[config.mk]
export PLATFORM = sky130hd
export DESIGN_NAME = lbdr_route_unit
export DESIGN_NICKNAME = d
export VERILOG_FILES = /design/src/rtl/lbdr_route_unit.sv
export SDC_FILE = /design/constraint.sdc
export NUM_CORES = 1
export LEC_CHECK = 0
export CAP_MARGIN = 5
export CORE_ASPECT_RATIO = 2
export CORE_MARGIN = 3
export CORE_UTILIZATION = 45
export CTS_BUF_LIST = sky130_fd_sc_hd__clkbuf_4 sky130_fd_sc_hd__clkbuf_8
export DETAILED_ROUTE_END_ITERATION = 6
export DONT_BUFFER_PORTS = 1
export MAX_ROUTING_LAYER = met4
export PLACE_DENSITY_LB_ADDON = 0.08
export SYNTH_ARGS = -nofsm -noshare
export SYNTH_HDL_FRONTEND = slang
export SYNTH_SLANG_ARGS = --single-unit
export TNS_END_PERCENT = 30
[constraint.sdc]
create_clock -name clk -period 3.6 [get_ports clk]
set_input_delay 0.72 -clock clk [delete_from_list [all_inputs] [get_ports clk]]
set_output_delay 0.72 -clock clk [all_outputs]
set_load 0.02 [all_outputs]
[src/rtl/lbdr_route_unit.sv]
// lbdr_route_unit
// LBDR (Logic-Based Distributed Routing) route unit for one router input port.
// It sits between the input FIFO and the switch allocator. A HEADER flit
// computes the output-port request, which is then held until the TAIL flit.
// The Rxy, Cx and cur_addr registers can be rewritten through the cfg port
// while the unit is idle.
//
// Optional feature: define LBDR_DEROUTE_EN to add a deroute register
// (cfg_sel=3). With it, a packet whose minimal mask is empty is sent to a
// configured fallback port instead of being rejected.
//
// Flit type codes come from the shared `HEADER/`PAYLOAD/`TAIL macros. If no
// shared include has defined them, local defaults are provided below.

`ifndef HEADER
`define HEADER 3'b001
`endif
`ifndef PAYLOAD
`define PAYLOAD 3'b010
`endif
`ifndef TAIL
`define TAIL 3'b100
`endif

module lbdr_route_unit #(
  parameter int         XW      = 2,
  parameter int         YW      = 2,
  parameter logic [7:0] RXY_DEF = 8'd60
) (
  input  logic               clk,
  input  logic               rst,
  input  logic               rst_cfg_sel,
  input  logic [7:0]         Rxy_rst,
  input  logic [3:0]         Cx_rst,
  input  logic [XW+YW-1:0]   cur_addr_rst,
  input  logic               empty,
  input  logic [2:0]         flit_id,
  input  logic [XW+YW-1:0]   dst_addr,
  input  logic               cfg_we,
  input  logic [1:0]         cfg_sel,
  input  logic [7:0]         cfg_wdata,
  output logic               Nport,
  output logic               Eport,
  output logic               Wport,
  output logic               Sport,
  output logic               Lport,
  output logic               busy,
  output logic               route_err
);

  localparam int AW = XW + YW;

  typedef enum logic {IDLE, ROUTED} state_t;

  state_t          state;
  logic [7:0]      rxy_q;
  logic [3:0]      cx_q;
  logic [AW-1:0]   cur_q;
`ifdef LBDR_DEROUTE_EN
  logic [7:0]      der_q;
`endif

  // Port vectors use the bit order {L,S,W,E,N}
  logic [4:0]      mask_p0;
  logic [4:0]      route_p0;
  logic [4:0]      port_p1;
  logic            n1_p0, e1_p0, w1_p0, s1_p0;
  logic            hdr_p0, pay_p0, tail_p0;

  // Standard LBDR minimal-routing equations.
  // Rxy bit order is {Rsw,Rse,Rws,Rwn,Res,Ren,Rnw,Rne}.
  // Cx bit order is {Cs,Cw,Ce,Cn}.
  function automatic logic [4:0] lbdr_mask(
    input logic       n1,
    input logic       e1,
    input logic       w1,
    input logic       s1,
    input logic [7:0] rxy,
    input logic [3:0] cx
  );
    logic n, e, w, s, l;
    n = ((n1 & ~e1 & ~w1) | (n1 & e1 & rxy[0]) | (n1 & w1 & rxy[1])) & cx[0];
    e = ((e1 & ~n1 & ~s1) | (e1 & n1 & rxy[2]) | (e1 & s1 & rxy[3])) & cx[1];
    w = ((w1 & ~n1 & ~s1) | (w1 & n1 & rxy[4]) | (w1 & s1 & rxy[5])) & cx[2];
    s = ((s1 & ~e1 & ~w1) | (s1 & e1 & rxy[6]) | (s1 & w1 & rxy[7])) & cx[3];
    l = ~n1 & ~e1 & ~w1 & ~s1;
    return {l, s, w, e, n};
  endfunction

`ifdef LBDR_DEROUTE_EN
  // The fallback port is looked up from the primary direction,
  // which is the first of N,E,W,S that the destination lies in.
  // The fallback is used only if that port is connected.
  function automatic logic [4:0] deroute_pick(
    input logic       n1,
    input logic       e1,
    input logic       w1,
    input logic [7:0] der,
    input logic [3:0] cx
  );
    logic [1:0] prim;
    logic [1:0] tgt;
    logic [4:0] pick;
    prim = n1 ? 2'd0 : (e1 ? 2'd1 : (w1 ? 2'd2 : 2'd3));
    tgt  = der[{prim, 1'b0} +: 2];
    pick = 5'b0;
    pick[tgt] = cx[tgt];
    return pick;
  endfunction
`endif

  // Stage p0: decode the flit type and compute the route from the current config
  always_comb begin
    hdr_p0  = ~empty && (flit_id == `HEADER);
    pay_p0  = ~empty && (flit_id == `PAYLOAD);
    tail_p0 = ~empty && (flit_id == `TAIL);
    n1_p0   = dst_addr[AW-1:XW] < cur_q[AW-1:XW];
    s1_p0   = cur_q[AW-1:XW]    < dst_addr[AW-1:XW];
    e1_p0   = cur_q[XW-1:0]     < dst_addr[XW-1:0];
    w1_p0   = dst_addr[XW-1:0]  < cur_q[XW-1:0];
    mask_p0  = lbdr_mask(n1_p0, e1_p0, w1_p0, s1_p0, rxy_q, cx_q);
    route_p0 = mask_p0;
`ifdef LBDR_DEROUTE_EN
    if (mask_p0 == 5'b0)
      route_p0 = deroute_pick(n1_p0, e1_p0, w1_p0, der_q, cx_q);
`endif
  end

  // Stage p1: packet FSM, registered port request and config register writes
  always_ff @(posedge clk) begin
    if (rst) begin
      state     <= IDLE;
      port_p1   <= 5'b0;
      busy      <= 1'b0;
      route_err <= 1'b0;
      rxy_q     <= rst_cfg_sel ? Rxy_rst      : RXY_DEF;
      cx_q      <= rst_cfg_sel ? Cx_rst       : 4'hF;
      cur_q     <= rst_cfg_sel ? cur_addr_rst : '0;
`ifdef LBDR_DEROUTE_EN
      der_q     <= 8'h00;
`endif
    end else begin
      route_err <= 1'b0;
      case (state)
        IDLE: begin
          if (hdr_p0) begin
            if (route_p0 != 5'b0) begin
              port_p1 <= route_p0;
              busy    <= 1'b1;
              state   <= ROUTED;
            end else begin
              route_err <= 1'b1;
            end
          end else if (pay_p0 || tail_p0) begin
            route_err <= 1'b1;
          end
        end
        ROUTED: begin
          if (tail_p0) begin
            port_p1 <= 5'b0;
            busy    <= 1'b0;
            state   <= IDLE;
          end else if (hdr_p0) begin
            // A HEADER arrived without a TAIL: route the new packet
            // and flag the protocol error
            route_err <= 1'b1;
            port_p1   <= route_p0;
            if (route_p0 == 5'b0) begin
              busy  <= 1'b0;
              state <= IDLE;
            end
          end
        end
        default: state <= IDLE;
      endcase

      // Config writes land only while idle and not during a HEADER that routes
      if (cfg_we && (state == IDLE) && !(hdr_p0 && (route_p0 != 5'b0))) begin
        case (cfg_sel)
          2'd0:    rxy_q <= cfg_wdata;
          2'd1:    cx_q  <= cfg_wdata[3:0];
          2'd2:    cur_q <= cfg_wdata[AW-1:0];
`ifdef LBDR_DEROUTE_EN
          default: der_q <= cfg_wdata;
`else
          default: ;
`endif
        endcase
      end
    end
  end

  assign Nport = port_p1[0];
  assign Eport = port_p1[1];
  assign Wport = port_p1[2];
  assign Sport = port_p1[3];
  assign Lport = port_p1[4];

endmodule

==> run_results.csv, run 1 <==
group,metric,value,unit
outcome,status,"complete, no violations",
synthesis,ys_seq_elements,24,
floorplan,rows,27,
worst_setup_path,start_kind,"primary input",
worst_setup_path,worstPathRequired,3.56,ns
route,postRouteWirelength,3080,um
worst_setup_path,reg2reg_depth,8,
synthesis,yosysSeqAreaShare,0.479,
synthesis,async_reset_ff_frac,0,
worst_setup_path,path_max_fanout,8,
worst_setup_path,criticalPathCategory,"primary input to flip-flop",
floorplan,die_h,83.1,um
timing,worstMarginPinSlew,0.664,ns
route,vias_per_cell,6.17,
power_and_ir_drop,vdd_drop_max,0.270,mV
clock_network,cts.clk_slew.worst_paths,0.08,ns
placement,gp_congestion,0.784,
worst_setup_path,cp.arrival,2.68,ns
cells_and_area,layout-area-overhead-vs-synth,5.70,%
worst_setup_path,cp-end-kind,"flip-flop",
worst_setup_path,rr_endpoint,"rxy_q[2]",
route,first_pass_iters,4,
timing,setup_tns,0,ns
floorplan,start_util,0.477,
synthesis,synth_most_common_cell,"edfxtp_1",
timing,max_freq,367,MHz
placement,place.port_buffers,0,
global_route,grt_use_total,0.184,
worst_setup_path,r2r_slack,0.96,ns
synthesis,synth_top_cell_area_share,0.359,
power_and_ir_drop,p_leak,0.554,nW
clock_network,cts_tree,"done",
floorplan,io_pins,45,
clock_network,postCtsSetupBuffers,0,
synthesis,ys_warn_count,0,
floorplan,dieArea,3710,um2
route,drt-initial-drc-count,36,
timing,min_period,2.72,ns
timing,post-route-period-util,0.757,
global_route,grt_antenna_before_repair,0,
floorplan,die_x,44.6,um
worst_setup_path,reg2reg_from,"cur_q[1]",
cells_and_area,drive_above_1_share,0.0833,
cells_and_area,num_antenna_cells,0,
timing,fin_skew,0.00341,ns
timing,fin_ws,0.876,ns
min_path,worstHoldPathType,"primary input to flip-flop",
power_and_ir_drop,power_density,424,nW/um2
clock_network,cts-root-buf,"clkbuf_8",
clock_network,clock_sinks,24,
timing,max_slew_margin,0.554,
cells_and_area,fin_nets,175,
clock_network,clk_latency,0.26,ns
cells_and_area,n_fill_cell,255,
clock_network,hold_buffers,0,
timing,setup_violations,0,
global_route,grt_max_degree,20,
min_path,min_from,"rst",
route,wl_per_cell,19.1,um
route,route.detailed.drc,0,
clock_network,post_cts_resize_count,0,
synthesis,synth_nets,174,
synthesis,syn-instance-count,132,
cells_and_area,regArea,641,um2
global_route,overflow,0,
synthesis,synth.distinct_cells,39,
clock_network,h-tree-depth,1,
global_route,grt_pass1_vias,1051,
clock_network,cts_max_path_buffers,2,
cells_and_area,multi_input_area,646,um2
timing,rsz0062_at_grt,"no",
synthesis,syn_area,1340,um2
floorplan,core,2800,um2
route,vias,994,
worst_setup_path,cp_slowest_cell,"a2111o_1",
synthesis,synth_largest_area_cell,"edfxtp_1",
route,antenna_left,0,
placement,dp_hpwl,2610,um
clock_network,cts-buffers-inserted,3,
synthesis,synth_area_leaders,"edfxtp_1 (36%), dfxtp_1 (12%), ha_1 (3.7%)",
timing,slew_violations,0,
global_route,grt_pass1_wl,4860,um
worst_setup_path,path_cells,"ha_1 -> nor2b_4 -> o311a_1 -> a31o_1 -> a2111o_1 -> a21oi_2 -> a31o_2",
synthesis,synth_flop_cell,"edfxtp_1",
min_path,worst_hold_path.endpoint,"state",
synthesis,synth.top_cells.by_count,"edfxtp_1 (16), nand2_1 (12), nor2_1 (12)",
worst_setup_path,cpPeakStageDelay,0.50,ns
flow_run,max_cap_viol_count,0,
min_path,hold_depth,1,
placement,place_ws,0.579,ns
timing,hold_viol_final,0,
synthesis,synth-edff-count,16,
synthesis,syn_area_per_cell,10.1,um2
[cell families (layout without fill, tap and decap cells)]
| family | after synthesis | in the layout | share of synthesized area |
|---|---|---|---|
| AOI/OAI and AO/OA | 42 | 42 | 0.252 |
| xor gates and xnor gates | 1 | 1 | 0.00654 |
| DFF | 24 | 24 | 0.479 |
| muxes | 1 | 1 | 0.00748 |
| and+or+nand+nor | 46 | 46 | 0.179 |
| adders and majority gates | 4 | 4 | 0.0374 |
| buffers and inverters | 14 | 14 | 0.0393 |
[worst max-delay path by stage]
stage / start / end / slack [ns] / cells after the start
floorplan: dst_addr[1] / rxy_q[0] / 0.71 / 7
global placement: dst_addr[1] / rxy_q[2] / 0.64 / 7
detailed placement: dst_addr[1] / rxy_q[4] / 0.58 / 7
CTS: dst_addr[1] / rxy_q[2] / 0.86 / 7
global route: dst_addr[1] / rxy_q[2] / 0.74 / 7
finish: dst_addr[1] / rxy_q[2] / 0.88 / 7
[registers in the layout, indices dropped and copies added, names as in the netlist]
| register | count |
|---|---|
| cur_q | 4 |
| port_p1 | 5 |
| state | 1 |
| rxy_q | 8 |
| route_err | 1 |
| cx_q | 4 |
| busy | 1 |
[layer usage]
metal	wire length (um)	track usage
met4	83	0.0769
met1	994	0.178
met3	132	0.0217
met5	0	-
met2	1870	0.338
[where the power goes]
part	internal (mW)	leakage [nW]	total [mW]	switching, mW
Clock	0.0975	0.0288	0.177	0.0794
Sequential	0.314	0.221	0.323	0.00970
Combinational	0.0428	0.304	0.100	0.0572
Total	0.454	0.554	0.600	0.146
[layout make-up]
type                       count  area share
sequential                    24       0.453
inverter                      10      0.0265
clock buffer                   4      0.0389
tap                           29      0.0256
multi-input combinational     94       0.456
[critical path, delay by kind of cell]
family          cells  cell delay (ns)
fa+ha+maj           1             0.29
simple gates        1             0.14
compound gates      5             1.52
[layout by cell type, fill, tap and decap left out, drive strengths merged]
| master | count |
|---|---|
| ha | 4 |
| o22a | 4 |
| mux2i | 1 |
| a21oi | 7 |
| a21o | 4 |
| a32o | 3 |
| o21ai | 6 |
| and2 | 1 |
| nor4b | 2 |
| nor2b | 7 |
| nor3 | 2 |
| edfxtp | 16 |
| a31o | 5 |
| nor2 | 12 |
| nand3 | 1 |
| nand2 | 12 |
| xnor2 | 1 |
| a22o | 2 |
| a211oi | 3 |
| or3 | 1 |
| nor4 | 1 |
| a2111o | 1 |
| nor3b | 1 |
| o311a | 2 |
| o2111a | 1 |
| clkbuf | 4 |
| o2111ai | 1 |
| a211o | 1 |
| nand2b | 5 |
| nand3b | 1 |
| o211a | 1 |
| dfxtp | 8 |
| o32ai | 1 |
| inv | 10 |
[metrics by stage]
step | hold slack (ns) | total power [mW] | cells | cell area [um2] | utilization
3_5_place_dp | 0.544 | 0.431 | 157 | 1360 | 0.485
6_report | 0.519 | 0.600 | 161 | 1420 | 0.505
5_1_grt | 0.512 | 0.625 | 161 | 1420 | 0.505
2_1_floorplan | 0.503 | 0.410 | 132 | 1340 | -
4_1_cts | 0.518 | 0.603 | 161 | 1420 | 0.505
3_3_place_gp | 0.545 | 0.428 | 157 | 1360 | 0.485
Note: power is estimated with default switching activity, not from simulation.
==> run 2, diff against run 1 <==
==> constraint.sdc (replaced) <==
create_clock -name clk -period 2.6 [get_ports clk]
set_input_delay 0.52 -clock clk [delete_from_list [all_inputs] [get_ports clk]]
set_output_delay 0.52 -clock clk [all_outputs]
set_load 0.02 [all_outputs]
==> run 2 against run 1 <==
Worst setup slack lost 0.75 ns. Critical path depth grew 1. Wire length grew 7.5%. Sequential cell count is the same. Sequential power grew 39%. Sequential share of layout area shrank 2.2 points. Final area grew 5.2%. Largest cell class unchanged. Clock power grew 29%. Register-to-register slack lost 0.83 ns. Final cell count grew 3.7%.
==> run_results.csv, run 2 (synthesis gave the netlist of run 1 again) <==
group,metric,value,unit
placement,place_ws,-0.0558,ns
timing,max_slew_margin,0.760,
cells_and_area,top_regs,"rxy_q (8), port_p1 (5)",
worst_setup_path,start_kind,"flip-flop",
clock_network,clk_latency,0.26,ns
global_route,overflow,0,
floorplan,dieArea,3710,um2
cells_and_area,layout-area-overhead-vs-synth,11.2,%
cells_and_area,utilization,0.531,
worst_setup_path,reg2reg_depth,8,
cells_and_area,layout_commonest_cell,"edfxtp_1",
floorplan,die_h,83.1,um
cells_and_area,drive_above_1_share,0.145,
route,antenna_left,0,
floorplan,die_x,44.6,um
timing,post-route-period-util,0.951,
cells_and_area,n_fill_cell,260,
worst_setup_path,crit_end,"rxy_q[7]",
timing,fin_skew,0.00661,ns
timing,rsz0062_at_grt,"yes",
global_route,grt_max_degree,20,
route,postRouteWirelength,3310,um
worst_setup_path,criticalPathCategory,"flip-flop to flip-flop",
cells_and_area,num_antenna_cells,0,
worst_setup_path,path_cells,"inv_2 -> ha_4 -> nor2b_4 -> o311a_1 -> a31o_1 -> a2111o_1 -> a21oi_4 -> a31o_4",
global_route,grt_antenna_before_repair,0,
cells_and_area,fin_nets,181,
floorplan,start_util,0.477,
route,first_pass_iters,4,
clock_network,postCtsSetupBuffers,0,
worst_setup_path,cpPeakStageDelay,0.43,ns
power_and_ir_drop,power,0.848,mW
timing,setup_violations,0,
route,route.detailed.drc,0,
route,drt-initial-drc-count,29,
placement,dp_hpwl,2830,um
flow_run,max_cap_viol_count,0,
route,vias_per_cell,6.31,
timing,hold_ws,0.321,ns
global_route,grt_use_total,0.196,
global_route,grt_pass1_wl,5180,um
cells_and_area,largest_reg_flops,8,
worst_setup_path,cp_num_buf_inv,1,
clock_network,h-tree-depth,1,
timing,min_period,2.47,ns
route,vias,1054,
clock_network,cts-root-buf,"clkbuf_8",
worst_setup_path,critical-path-top-delay-family,"compound AO/OA/AOI/OAI gates",
timing,slew_violations,0,
timing,fin_ws,0.128,ns
worst_setup_path,cp-startpoint,"cur_q[1]",
power_and_ir_drop,vdd_drop_max,0.347,mV
worst_setup_path,path_max_fanout,8,
timing,worstMarginPinSlew,0.356,ns
clock_network,clock_sinks,24,
worst_setup_path,r2r_slack,0.13,ns
power_and_ir_drop,p_leak,0.588,nW
power_and_ir_drop,power_density,570,nW/um2
cells_and_area,final_cells,167,
clock_network,cts_tree,"done",
global_route,grt_pass1_vias,1178,
worst_setup_path,cp.arrival,2.44,ns
cells_and_area,top_register,"rxy_q",
worst_setup_path,reg2reg_from,"cur_q[1]",
worst_setup_path,worstPathRequired,2.57,ns
clock_network,cts-buffers-inserted,3,
worst_setup_path,rr_endpoint,"rxy_q[7]",
worst_setup_path,cp-end-kind,"flip-flop",
placement,gp_congestion,0.941,
worst_setup_path,crit_cells,8,
timing,max_freq,404,MHz
outcome,status,"complete, no violations",
floorplan,io_pins,45,
clock_network,cts_max_path_buffers,2,
clock_network,cts.clk_slew.worst_paths,0.08,ns
cells_and_area,layout_common_cells,"edfxtp_1 (16), nand2_1 (12), nor2_1 (12)",
route,wl_per_cell,19.8,um
cells_and_area,finalInstanceArea,1490,um2
placement,place.port_buffers,0,
min_path,worstHoldPathType,"primary input to flip-flop",
worst_setup_path,cp_slowest_cell,"a2111o_1",
floorplan,core,2800,um2
timing,hold_viol_final,0,
placement,place_area,1410,um2
floorplan,rows,27,
timing,setup_tns,0,ns
placement,dp.cells,163,
-- run 2: changes by cell type in the layout (fill, tap and decap cells not counted), sizes merged --
cell and delta:
buf +6
-- run 2: area by class of cell --
| class | instances | area (um2) | area share |
|---|---|---|---|
| Tap cell | 29 | 36.3 | 0.0244 |
| Sequential cell | 24 | 641 | 0.430 |
| Inverter | 10 | 37.5 | 0.0252 |
| Multi-Input combinational cell | 94 | 681 | 0.457 |
| Timing Repair Buffer | 6 | 45.0 | 0.0303 |
| Clock buffer | 4 | 48.8 | 0.0328 |
-- run 2: how the worst min path moves through the flow --
stage	from	end	slack (ns)	cells past startpoint
finish	rst	state	0.32	1
global route	rst	state	0.30	1
CTS	rst	state	0.32	1
detailed placement	state	state	0.55	2
global placement	state	state	0.53	2
floorplan	state	state	0.50	2
-- run 2: report_power, final --
group          switching, mW  total, mW  internal (mW)
registers             0.0146      0.449          0.435
clock network          0.109      0.228          0.120
logic                 0.0908      0.171         0.0799
-- run 2: metal layers --
metal	GRT usage	wire, um	vias up
met5	-	0	-
met2	0.364	2010	37
met1	0.181	1080	502
li1	-	-	507
met4	0.0879	89	0
met3	0.0239	130	8
-- run 2: timing repair --
action	in CTS	in global routing
hold buffers	0	0
endpoints found under the setup margin	0	20
gates resized for setup	0	4
